<file path="src/rtl/ctrl_pipeline.sv">
// Control pipeline: ID/EX, EX/MEM, MEM/WB control registers, hazard stall/flush and syscall drain FSM.
// Optional macro FWD_EN adds fwd_a/fwd_b operand-forwarding selects and narrows the hazard check to load-use.
module ctrl_pipeline #(
    parameter int LINK_REG = 31,
    parameter int REG_W    = 5
) (
    input  logic             clk,
    input  logic             rst_b,
    input  logic             id_valid,
    input  logic             id_regDst,
    input  logic             id_jump,
    input  logic             id_branch,
    input  logic             id_memRead,
    input  logic             id_memToReg,
    input  logic             id_regWrite,
    input  logic             id_ALUSrc,
    input  logic             id_memWrite,
    input  logic             id_sys,
    input  logic             id_jr,
    input  logic             id_jal,
    input  logic [2:0]       id_ALUop,
    input  logic [REG_W-1:0] id_rs,
    input  logic [REG_W-1:0] id_rt,
    input  logic [REG_W-1:0] id_rd,
    input  logic             branch_taken,
    input  logic             sys_ack,
    output logic             stall,
    output logic             flush_ifid,
    output logic [2:0]       ex_ALUop,
    output logic             ex_ALUSrc,
    output logic             ex_branch,
    output logic             ex_memRead,
    output logic             ex_memWrite,
    output logic             ex_jal,
    output logic [REG_W-1:0] ex_dest,
    output logic             mem_memRead,
    output logic             mem_memWrite,
    output logic             mem_regWrite,
    output logic             mem_memToReg,
    output logic [REG_W-1:0] mem_dest,
    output logic             wb_regWrite,
    output logic             wb_memToReg,
    output logic [REG_W-1:0] wb_dest,
    output logic             sys_req,
`ifdef FWD_EN
    output logic [1:0]       fwd_a,
    output logic [1:0]       fwd_b,
`endif
    output logic [1:0]       dbg_state
);

    localparam logic [REG_W-1:0] LINK_DEST = REG_W'(LINK_REG);

    typedef enum logic [1:0] {
        S_RUN   = 2'd0,
        S_DRAIN = 2'd1,
        S_WAIT  = 2'd2
    } state_t;

    state_t r_state;
    state_t w_state_nxt;

    // ID/EX
    logic [2:0]       r_ex_ALUop;
    logic             r_ex_ALUSrc;
    logic             r_ex_branch;
    logic             r_ex_memRead;
    logic             r_ex_memWrite;
    logic             r_ex_jal;
    logic             r_ex_regWrite;
    logic             r_ex_memToReg;
    logic             r_ex_sys;
    logic [REG_W-1:0] r_ex_dest;
`ifdef FWD_EN
    logic [REG_W-1:0] r_ex_rs;
    logic [REG_W-1:0] r_ex_rt;
`endif

    // EX/MEM
    logic             r_mem_memRead;
    logic             r_mem_memWrite;
    logic             r_mem_regWrite;
    logic             r_mem_memToReg;
    logic             r_mem_sys;
    logic [REG_W-1:0] r_mem_dest;

    // MEM/WB
    logic             r_wb_regWrite;
    logic             r_wb_memToReg;
    logic [REG_W-1:0] r_wb_dest;

    logic             w_busy;
    logic             w_rt_used;
    logic             w_ex_hit;
    logic             w_mem_hit;
    logic             w_hazard;
    logic             w_stall_core;
    logic             w_is_jump;
    logic             w_issue;
    logic             w_sys_accept;
    logic [REG_W-1:0] w_id_dest;
    logic             w_id_regWrite;

    assign w_id_dest     = id_jal ? LINK_DEST : (id_regDst ? id_rd : id_rt);
    assign w_id_regWrite = (id_regWrite | id_jal) & (w_id_dest != '0);

    assign w_rt_used = !id_ALUSrc | id_memWrite | id_branch;
    assign w_ex_hit  = (r_ex_dest != '0) &
                       ((r_ex_dest == id_rs) | (w_rt_used & (r_ex_dest == id_rt)));
    assign w_mem_hit = (r_mem_dest != '0) &
                       ((r_mem_dest == id_rs) | (w_rt_used & (r_mem_dest == id_rt)));

`ifdef FWD_EN
    assign w_hazard = id_valid & r_ex_memRead & w_ex_hit;
`else
    // Without forwarding every in-flight writer in EX or MEM blocks a dependent reader.
    assign w_hazard = id_valid &
                      ((w_ex_hit & (r_ex_memRead | r_ex_regWrite)) |
                       (w_mem_hit & r_mem_regWrite));
`endif

    assign w_busy       = (r_state != S_RUN);
    assign w_stall_core = w_busy | (w_hazard & !branch_taken);
    assign w_is_jump    = id_jump | id_jal | id_jr;
    assign w_issue      = id_valid & !branch_taken & !w_stall_core;
    assign w_sys_accept = w_issue & id_sys;

    // Front-end controls are gated by reset so they read 0 while rst_b is low.
    assign stall      = rst_b & w_stall_core;
    assign flush_ifid = rst_b & (branch_taken | (id_valid & w_is_jump & !w_stall_core));

    always_comb begin
        w_state_nxt = r_state;
        case (r_state)
            S_RUN:   if (w_sys_accept) w_state_nxt = S_DRAIN;
            S_DRAIN: if (r_mem_sys)    w_state_nxt = S_WAIT;
            S_WAIT:  if (sys_ack)      w_state_nxt = S_RUN;
            default: w_state_nxt = S_RUN;
        endcase
    end

    always_ff @(posedge clk) begin
        if (!rst_b) begin
            r_state <= S_RUN;
        end else begin
            r_state <= w_state_nxt;
        end
    end

    always_ff @(posedge clk) begin
        if (!rst_b) begin
            r_ex_ALUop     <= '0;
            r_ex_ALUSrc    <= 1'b0;
            r_ex_branch    <= 1'b0;
            r_ex_memRead   <= 1'b0;
            r_ex_memWrite  <= 1'b0;
            r_ex_jal       <= 1'b0;
            r_ex_regWrite  <= 1'b0;
            r_ex_memToReg  <= 1'b0;
            r_ex_sys       <= 1'b0;
            r_ex_dest      <= '0;
`ifdef FWD_EN
            r_ex_rs        <= '0;
            r_ex_rt        <= '0;
`endif
            r_mem_memRead  <= 1'b0;
            r_mem_memWrite <= 1'b0;
            r_mem_regWrite <= 1'b0;
            r_mem_memToReg <= 1'b0;
            r_mem_sys      <= 1'b0;
            r_mem_dest     <= '0;
            r_wb_regWrite  <= 1'b0;
            r_wb_memToReg  <= 1'b0;
            r_wb_dest      <= '0;
        end else begin
            if (w_issue) begin
                r_ex_ALUop    <= id_ALUop;
                r_ex_ALUSrc   <= id_ALUSrc;
                r_ex_branch   <= id_branch;
                r_ex_memRead  <= id_memRead;
                r_ex_memWrite <= id_memWrite;
                r_ex_jal      <= id_jal;
                r_ex_regWrite <= w_id_regWrite;
                r_ex_memToReg <= id_memToReg;
                r_ex_sys      <= id_sys;
                r_ex_dest     <= w_id_dest;
`ifdef FWD_EN
                r_ex_rs       <= id_rs;
                r_ex_rt       <= id_rt;
`endif
            end else begin
                r_ex_ALUop    <= '0;
                r_ex_ALUSrc   <= 1'b0;
                r_ex_branch   <= 1'b0;
                r_ex_memRead  <= 1'b0;
                r_ex_memWrite <= 1'b0;
                r_ex_jal      <= 1'b0;
                r_ex_regWrite <= 1'b0;
                r_ex_memToReg <= 1'b0;
                r_ex_sys      <= 1'b0;
                r_ex_dest     <= '0;
`ifdef FWD_EN
                r_ex_rs       <= '0;
                r_ex_rt       <= '0;
`endif
            end
            // Back end never stalls; only PC and IF/ID hold.
            r_mem_memRead  <= r_ex_memRead;
            r_mem_memWrite <= r_ex_memWrite;
            r_mem_regWrite <= r_ex_regWrite;
            r_mem_memToReg <= r_ex_memToReg;
            r_mem_sys      <= r_ex_sys;
            r_mem_dest     <= r_ex_dest;
            r_wb_regWrite  <= r_mem_regWrite;
            r_wb_memToReg  <= r_mem_memToReg;
            r_wb_dest      <= r_mem_dest;
        end
    end

`ifdef FWD_EN
    always_comb begin
        fwd_a = 2'd0;
        fwd_b = 2'd0;
        if (r_mem_regWrite && (r_mem_dest != '0) && (r_mem_dest == r_ex_rs)) begin
            fwd_a = 2'd2;
        end else if (r_wb_regWrite && (r_wb_dest != '0) && (r_wb_dest == r_ex_rs)) begin
            fwd_a = 2'd1;
        end
        if (r_mem_regWrite && (r_mem_dest != '0) && (r_mem_dest == r_ex_rt)) begin
            fwd_b = 2'd2;
        end else if (r_wb_regWrite && (r_wb_dest != '0) && (r_wb_dest == r_ex_rt)) begin
            fwd_b = 2'd1;
        end
    end
`endif

    assign ex_ALUop     = r_ex_ALUop;
    assign ex_ALUSrc    = r_ex_ALUSrc;
    assign ex_branch    = r_ex_branch;
    assign ex_memRead   = r_ex_memRead;
    assign ex_memWrite  = r_ex_memWrite;
    assign ex_jal       = r_ex_jal;
    assign ex_dest      = r_ex_dest;
    assign mem_memRead  = r_mem_memRead;
    assign mem_memWrite = r_mem_memWrite;
    assign mem_regWrite = r_mem_regWrite;
    assign mem_memToReg = r_mem_memToReg;
    assign mem_dest     = r_mem_dest;
    assign wb_regWrite  = r_wb_regWrite;
    assign wb_memToReg  = r_wb_memToReg;
    assign wb_dest      = r_wb_dest;
    assign sys_req      = (r_state == S_WAIT);
    assign dbg_state    = r_state;

endmodule

</file>
<file path="config.mk">
export PLATFORM = sky130hd
export DESIGN_NAME = ctrl_pipeline
export DESIGN_NICKNAME = d
export VERILOG_FILES = /design/src/rtl/ctrl_pipeline.sv
export SDC_FILE = /design/constraint.sdc
export NUM_CORES = 1
export LEC_CHECK = 0
export ABC_AREA = 1
export CAP_MARGIN = 20
export CORE_ASPECT_RATIO = 0.5
export CORE_MARGIN = 1
export CORE_UTILIZATION = 38
export DETAILED_ROUTE_END_ITERATION = 6
export PLACE_DENSITY = 0.82
export SYNTH_ARGS = -nofsm -noshare
export SYNTH_HDL_FRONTEND = slang
export SYNTH_SLANG_ARGS = --single-unit
</file>
<file path="constraint.sdc">
create_clock -name clk -period 1.6 [get_ports clk]
set_clock_uncertainty 0.1 [all_clocks]
set_input_delay 0.4 -clock clk [delete_from_list [all_inputs] [get_ports clk]]
set_output_delay 0.4 -clock clk [all_outputs]
set_load 0.05 [all_outputs]
</file>
* After elaboration in Yosys (flattened, before gate mapping)
Cells that the tools add are included.
** Storage, ports and cells
- Flip-flop bits (word level) :: 35
- Word-level logic and storage cells :: 72
- Output and inout port bits :: 34
- Input port bits :: 34
** Cells by class
- Reduce and logical (&&, ||, !) cells :: 10
- Bitwise logic cells :: 27
- Multiplexer cells :: 6
- Equal/unequal tests :: 9
** Operators by type and width (count)
- 5-bit equality test :: 4
- 1-bit bitwise AND :: 16
- 5-bit nonzero test :: 3
- 1-bit bitwise OR :: 11
- 5-bit 2-to-1 mux :: 2
- 2-bit 2-to-1 mux :: 3
- 2-bit inequality test (second input constant) :: 3
- 2-bit one-hot mux with 3 select lines :: 1
- 1-bit logical NOT :: 3
- 3-bit AND reduction :: 1
- 2-bit by 1-bit equality test with 1-bit output (second input constant) :: 1
- 2-bit equality test (second input constant) :: 1
- 2-bit logical NOT :: 1
- 2-bit AND reduction :: 1
- 2-bit nonzero test :: 1

* Logic depth before layout (Yosys ltp)
Gate-level depths: netlist of run 1.
- Depth after elaboration :: 16
- Gate-level depth with buffers :: 12
- Depth with buffers taken out :: 11

* Worst setup path before layout of run 1
No wires, ideal clock.
- Kind :: reg2out
- Start point :: register r_mem_dest[3], in the netlist mem_dest[3]
- End point :: output port stall
- Required time :: 1.100 ns
- Stages on the path, launching flop included :: 11
- Path buffers :: 0
- Setup slack :: -0.986 ns
- Arrival time :: 2.086 ns
- Cells stage by stage :: dfxtp_1 -> inv_1 -> nand2_1 -> nand2_1 -> nor2_1 -> nand3_1 -> nand2_1 -> nand2_1 -> nand2_2 -> nand2_1 -> a21oi_1
** On the way
- Word-level cells in the longest chain between the ends :: 10
- Elaborated cells between the ends (all ways) :: 12
- Classes of those cells :: eq/ne (2); bitwise (9); reduce/logical (1)
** Ends and longest elaborated chain
- start, declared :: RTL line 85 : logic [REG_W-1:0] r_mem_dest;
- start signal, assigned :: RTL line 213 : r_mem_dest <= r_ex_dest;
- 5-bit equality test :: RTL line 111 : ((r_mem_dest == id_rs) | (w_rt_used & (r_mem_dest == id_rt)));
- 1-bit bitwise AND :: RTL line 111
- 1-bit bitwise OR :: RTL line 111
- 1-bit bitwise AND (*) :: RTL line 110 : assign w_mem_hit = (r_mem_dest != '0) &
- 1-bit bitwise AND (*) :: RTL line 119 : (w_mem_hit & r_mem_regWrite));
- 1-bit bitwise OR (*) :: RTL line 118 : ((w_ex_hit & (r_ex_memRead | r_ex_regWrite)) |
- 1-bit bitwise AND (*) :: RTL line 117 : assign w_hazard = id_valid &
- 1-bit bitwise AND (*) :: RTL line 123 : assign w_stall_core = w_busy | (w_hazard & !branch_taken);
- 1-bit bitwise OR (*) :: RTL line 123
- 1-bit bitwise AND (*) :: RTL line 129 : assign stall = rst_b & w_stall_core;
- end, declared :: RTL line 27 : output logic stall,
Mark *: on every way between the ends. The rest lies on a longest branch, timed or not.

* Worst setup path in the final report of run 1
- Start point :: input port id_rt[2]
- End point :: output port flush_ifid
** On the way
- Word-level cells in the longest chain between the ends :: 13
- Elaborated cells between the ends (all ways) :: 18
- Classes of those cells :: eq/ne (2); bitwise (15); reduce/logical (1)
** Ends and longest elaborated chain
- start, declared :: RTL line 23 : input logic [REG_W-1:0] id_rt,
- 5-bit equality test (on tied branches) :: RTL line 109, 111
- 1-bit bitwise AND (on tied branches) :: RTL line 109, 111
- 1-bit bitwise OR (on tied branches) :: RTL line 109, 111
- 1-bit bitwise AND (on tied branches) :: RTL line 108, 110
- 1-bit bitwise AND (on tied branches) :: RTL line 118, 119
- 1-bit bitwise OR (*) :: RTL line 118
- 1-bit bitwise AND (*) :: RTL line 117
- 1-bit bitwise AND (*) :: RTL line 123
- 1-bit bitwise OR (*) :: RTL line 123
- 1-bit logical NOT (*) :: RTL line 130 : assign flush_ifid = rst_b & (branch_taken | (id_valid & w_is_jump & !w_stall_core));
- 1-bit bitwise AND (*) :: RTL line 130
- 1-bit bitwise OR (*) :: RTL line 130
- 1-bit bitwise AND (*) :: RTL line 130
- end, declared :: RTL line 28 : output logic flush_ifid,
Marks and branches as above.

==> results of run 1 <==
-- cells by family after synthesis --
logic type      Yosys count  synth area share
compound gates           13           0.04802
xor+xnor                  3           0.01627
simple gates            126            0.3757
buf+inv                  52            0.1262
flops                    35            0.4338
-- final cells by class --
cell class,instances,share of cell area
clock inverter,2,0.004464
clock buffer,6,0.02455
tap,54,0.02009
timing repair buffer,113,0.4170
inverter,46,0.05357
multi-input combinational,142,0.2597
sequential,35,0.2206
-- cells in the final DEF (no fill, tap or decap), types with 6 or more instances in the layout --
cell | netlist | routed
dfxtp_1 | 35 | 24
buf_6 | 1 | 12
nor3b_2 | 4 | 6
nand2_1 | 77 | 69
dlygate4sd2_1 | 0 | 9
nor2_1 | 20 | 14
clkdlybuf4s50_1 | 0 | 20
buf_12 | 0 | 35
dfxtp_4 | 0 | 11
inv_1 | 45 | 36
nand2_2 | 1 | 7
buf_4 | 0 | 33
clkbuf_8 | 0 | 6
inv_2 | 1 | 7
-- timing repair --
item | CTS | global route
buffers inserted | 13 | 3
setup endpoints to repair | 20 | 21
pin swaps | 18 | 17
resized for setup | 42 | 31
-- state kept, by name, summed over array words and instances, names as in the netlist, 2 cells and up --
name,count
ex_dest,5
mem_dest,5
wb_dest,5
ex_ALUop,3
dbg_state,2
-- routing by layer --
metal	vias up	routed length, µm
met1	943	2647
met5	-	0
met3	36	533
met4	0	372
met2	123	3580
li1	919	-
-- worst max-delay path, stage by stage --
cell and delay [ns]:
dlygate4sd2_1 0.29, inv_2 0.10, nand2_1 0.08, nand2_1 0.09, nor2_1 0.06, nand3_1 0.06, nand2_1 0.05, nand2_1 0.12
nand2_4 0.08, nand2_4 0.09, nand3_4 0.08, a21oi_4 0.19, buf_12 0.15
-- where the power goes --
part           switching, mW  total (mW)  internal, mW
Sequential            0.0246       0.905         0.880
Clock                  0.384       0.737         0.353
Combinational          0.293       0.565         0.271
-- through the flow --
step	hold slack [ns]	instance area, µm²	cells	util
2_1_floorplan	0.2905	1690	229	-
3_3_place_gp	0.2973	2978	376	0.7475
3_5_place_dp	0.3086	2978	376	0.7475
4_1_cts	0.3258	3261	397	0.8185
5_1_grt	0.3426	3363	398	0.8442
6_report	0.3426	3363	398	0.8442
-- worst paths after layout --
kind	startpoint	end	slack [ns]	depth (start not counted)
hold reg to reg	r_ex_memToReg	mem_memToReg	0.34	2
setup reg to reg	mem_dest[0]	ex_dest[2]	-0.69	17
hold / removal	r_ex_memToReg	mem_memToReg	0.34	2
setup / recovery	id_rt[2]	flush_ifid	-0.74	13
==> results.md, run 1 <==
- Overall Global Routing Usage: 0.2833
- Crit path DAT: 1.84 ns
- Synth Instances: 229
- Longest Clk Path Bufs: 2
- Slew @ Worst Pin: 0.3977 ns
- Number of enable flip-flop cells after synthesis: 0
- Prevailing post-synth register cell: dfxtp_1
- Post-route clock period utilization: 1.461
- Syn avg cell area: 7.054 µm²
- Synthesis warning total: 0
- First-pass GRT wire length: 9287 µm
- Crit Path Class: input port to primary output
- Max-slew violations: 0
- I/O pin total: 68
- Setup WS post-layout: -0.7375 ns
- Mapped Area: 0.001615 mm²
- Reg area: 742.0 µm²
- CP startpoint kind: input port
- Antenna violations before repair: 0
- Met1 global-route usage: 0.3038
- Nets: 377
- Hold-fix buffers, CTS: 0
- Slew headroom: 0.7341
- Synth cell count leaders: nand2_1 (77), inv_1 (45), dfxtp_1 (35)
- Routed Antenna Nets: 0
- Dominant cell type by area after synthesis: dfxtp_1
- Failing checks: setup timing
- Ant diodes: 0
- GR met3 Demand/Resource: 0.06542
- Place WS: -0.9074 ns
- Power density cells: 655.9 mW/mm²
- Core area: 0.003984 mm²
- Setup violations, final: 20
- CTS buffer count: 5
- Sink Count: 35
- Cell types occupying the most area after synthesis: dfxtp_1 (43%), nand2_1 (18%), inv_1 (10%)
- Peak supply drop: 0.5905 mV
- DIE AREA: 0.004531 mm²
- Vias: 2,021
- FMAX: 427.8 MHz
- Share of layout cells above drive strength 1: 0.4244
- Die width: 94.21 µm
- Asr flop ratio synth: 0
- Total power: 2.206 mW
- Clock slew at reported path FFs: 0.10 ns
- Leak Pwr: 1.639 nW
- Worst-skew pair later-pin latency: 0.31 ns
- Setup TNS: -12.54 ns
- Fin crit period: 2.337 ns
- DR pass1 iterations: 4
- CTS tree: done
- Crit. End Element: primary output
- Global route hottest layer: met2
- Largest net degree at the start of global routing: 18
- GR Overflow Total: 0
- DRT iter0 DRCs: 162
- Final Wtd Congestion: 0.8891
- Mapped Nets: 263
- WL/cell: 17.92 µm
- Vias/cell: 5.078
- Initial core utilization: 0.4055
- Status: finished, violations left
- Syn-to-layout area delta: 108.2%
- Hold crit path type: flip-flop to flip-flop
- Post-synthesis sequential area ratio: 0.4338
- CTS root buffer: clkbuf_8
- Die Ht: 48.10 µm
- Total of max-cap violations: 0
- Vias in the first global route: 2,031
- Final Hold Viols: 0
- DRC Markers: 0
- Seq cells post-synth: 35
- Share of the synthesized area in the top cell type: 0.4338
- Htree depth: 2
- Met2 GRT Util: 0.5290
- Netlist cell types: 23
- Critical Path RT: 1.10 ns
- HPWL after detailed placement: 3902 µm
- CP max FO: 3
- Fill count: 181
- RSZ-0062 raised after global routing: yes
- PortBufs: 67
- Count leader, synth: nand2_1
- Multi-input combinational cell area: 873.3 µm²
- Total wire length: 7133 µm
- Row count: 16
(Power assumes the default switching activity.)
==> run 2, diff against run 1 <==
--- a/config.mk
+++ b/config.mk
@@ -7,11 +7,14 @@
 export LEC_CHECK = 0
 export ABC_AREA = 1
 export CAP_MARGIN = 20
+export CELL_PAD_IN_SITES_DETAIL_PLACEMENT = 1
+export CELL_PAD_IN_SITES_GLOBAL_PLACEMENT = 1
 export CORE_ASPECT_RATIO = 0.5
 export CORE_MARGIN = 1
-export CORE_UTILIZATION = 38
+export CORE_UTILIZATION = 26
 export DETAILED_ROUTE_END_ITERATION = 6
-export PLACE_DENSITY = 0.82
+export PLACE_DENSITY = 0.81
+export REMOVE_ABC_BUFFERS = 1
 export SYNTH_ARGS = -nofsm -noshare
 export SYNTH_HDL_FRONTEND = slang
 export SYNTH_SLANG_ARGS = --single-unit
==> results.md, run 2 (synthesized netlist as in run 1, its figures left out) <==
- Commonest non-fill, non-tap cell in the layout: nand2_1
- Crit. End Element: primary output
- Peak supply drop: 0.5288 mV (-10%)
- Hold crit path type: flip-flop to flip-flop
- Power density cells: 738.3 mW/mm² (+13%)
- Leak Pwr: 1.710 nW (+4.4%)
- PortBufs: 67 (unchanged)
- CTS tree: done
- DRC Markers: 0 (unchanged)
- DIE AREA: 0.006551 mm² (+45%)
- Worst-path cell chain: inv_4 -> nand2_2 -> nand2_2 -> nor2_4 -> nand3_2 -> nand2_1 -> nand2_1 -> nand2_2 -> nand2_4 -> buf_12 -> a21oi_4 -> buf_12
- Non-filler instance count after layout: 432 (+8.5%)
- Routed Antenna Nets: 0 (unchanged)
- Largest net degree at the start of global routing: 18 (unchanged)
- Slowest cell on crit path: dfxtp_4
- Setup WS post-layout: -0.8752 ns (-0.1378 ns)
- Max-slew violations: 0 (unchanged)
- Crit path DAT: 1.98 ns (+0.14 ns)
- Setup violations, final: 20 (unchanged)
- CP startpoint kind: flip-flop
- Syn-to-layout area delta: 123.3%
- Total wire length: 10,320 µm (+45%)
- Final Wtd Congestion: 0.8578 (-3.5%)
- Fin crit period: 2.475 ns (+0.1378 ns)
- GR Overflow Total: 0 (unchanged)
- DRT iter0 DRCs: 150 (-7.4%)
- Nets: 381 (+1.1%)
- Total of max-cap violations: 0 (unchanged)
- Overall Global Routing Usage: 0.3003 (+0.01700)
- CTS root buffer: clkbuf_16
- Die Ht: 57.74 µm (+20%)
- Placed insts: 407 (+8.2%)
- Clock slew at reported path FFs: 0.06 ns (-0.04 ns)
- FMAX: 404.0 MHz (-5.6%)
- Post-route clock period utilization: 1.547 (+0.08611)
- Worst-skew pair later-pin latency: 0.30 ns (about the same)
- Critical Path RT: 1.10 ns (about the same)
- Reg2Reg Setup Slack: -0.75 ns (-0.06 ns)
- DR pass1 iterations: 6 (+2)
- Die width: 113.5 µm (+20%)
- Final Hold Viols: 0 (unchanged)
- Fin util: 0.6296 (-0.2146)
- CTS buffer count: 5 (unchanged)
- Vias/cell: 4.914 (-3.2%)
- Crit Path Class: flip-flop to primary output
- Vias: 2,123 (+5.0%)
- Failing checks: setup timing
- Crit path largest cell delay: 0.41 ns (+0.12 ns)
- Status: finished, violations left
- Setup TNS: -12.80 ns (-0.2615 ns)
- Sink Count: 35 (unchanged)
- Initial core utilization: 0.2819 (-0.1235)
- HPWL after detailed placement: 5323 µm (+36%)
- WL/cell: 23.89 µm (+33%)
- Share of layout cells above drive strength 1: 0.5517 (+0.1273)
- Longest Clk Path Bufs: 2 (unchanged)
- Antenna violations before repair: 0 (unchanged)
- First-pass GRT wire length: 14,070 µm (+51%)
- Hold-fix buffers, CTS: 0 (unchanged)
- RSZ-0062 raised after global routing: yes
- CP max FO: 6 (+3)
- Row count: 19 (+3)
- Most used cell, CP: nand2_2
- Most frequent cells in the layout: nand2_1 (53), buf_4 (41), buf_12 (36)
- Htree depth: 2 (unchanged)
- Core area: 0.005729 mm² (+44%)
- Slew @ Worst Pin: 0.6662 ns (+0.2685 ns)
- Vias in the first global route: 2,314 (+14%)
- Total power: 2.663 mW (+21%)
- I/O pin total: 68 (unchanged)
- Slew headroom: 0.5542 (-0.1798)
- Ant diodes: 0 (unchanged)
[run 2: changes by cell type in the layout (fill, tap and decap cells not counted), moves of 5 or more]
| cell | previous run | this run |
|---|---|---|
| buf_4 | 33 | 41 |
| buf_6 | 12 | 7 |
| clkbuf_16 | 0 | 5 |
| clkbuf_2 | 0 | 5 |
| dlygate4sd2_1 | 9 | 4 |
| inv_1 | 36 | 28 |
| inv_2 | 7 | 15 |
| nand2_1 | 69 | 53 |
| nand2_2 | 7 | 22 |
| nor2_1 | 14 | 8 |
| nor2_4 | 2 | 8 |
[run 2: report_power, final]
group,leakage (nW),internal [mW],switching [mW],total [mW]
logic,1.34,0.295,0.358,0.653
clock network,0.0772,0.665,0.431,1.10
registers,0.291,0.884,0.0298,0.914
total,1.71,1.84,0.819,2.66
[run 2: worst max-delay path, delay by kind of cell, from the launching register on]
kind | cells | cell delay [ns]
AO/OA/AOI/OAI | 1 | 0.14
buffers and inverters | 3 | 0.34
flip-flops | 1 | 0.41
AND/OR/NAND/NOR | 8 | 0.79
[run 2: layer usage]
layer	global-route usage	vias up	share of wire
met4	0.1617	0	0.050
met2	0.5340	105	0.48
met3	0.08264	42	0.068
met5	0	-	0
li1	-	926	-
met1	0.3353	1050	0.40
[run 2: path summary, 6_finish.rpt]
path         startpoint  depth (start not counted)          to
max          ex_dest[4]                         12       stall
min            r_ex_sys                          2   r_mem_sys
max reg2reg  ex_dest[2]                         13  ex_dest[2]
min reg2reg    r_ex_sys                          2   r_mem_sys
[run 2: what timing repair did]
action                                  CTS  global route
gates cloned                              0             0
gates resized for setup                  76            77
pin swaps                                17            27
endpoints found under the setup margin   21            20
setup buffers                             9             8
[run 2: final cells by class]
type | count | area, µm²
Multi-Input combinational cell | 142 | 1020
Clock buffer | 8 | 156.4
Tap cell | 84 | 105.1
Timing Repair Buffer | 117 | 1410
Fill cell | 624 | 2122
Inverter | 46 | 180.2
Sequential cell | 35 | 735.7
[run 2: through the flow]
stage	instance area [µm²]	hold WS, ns	setup slack, ns
global route	3607	0.3989	-0.9345
floorplan	1584	0.2900	-0.9861
detailed placement	2948	0.3220	-1.078
finish	3607	0.3763	-0.8752
global placement	2948	0.2986	-0.9506
CTS	3349	0.3682	-0.7367
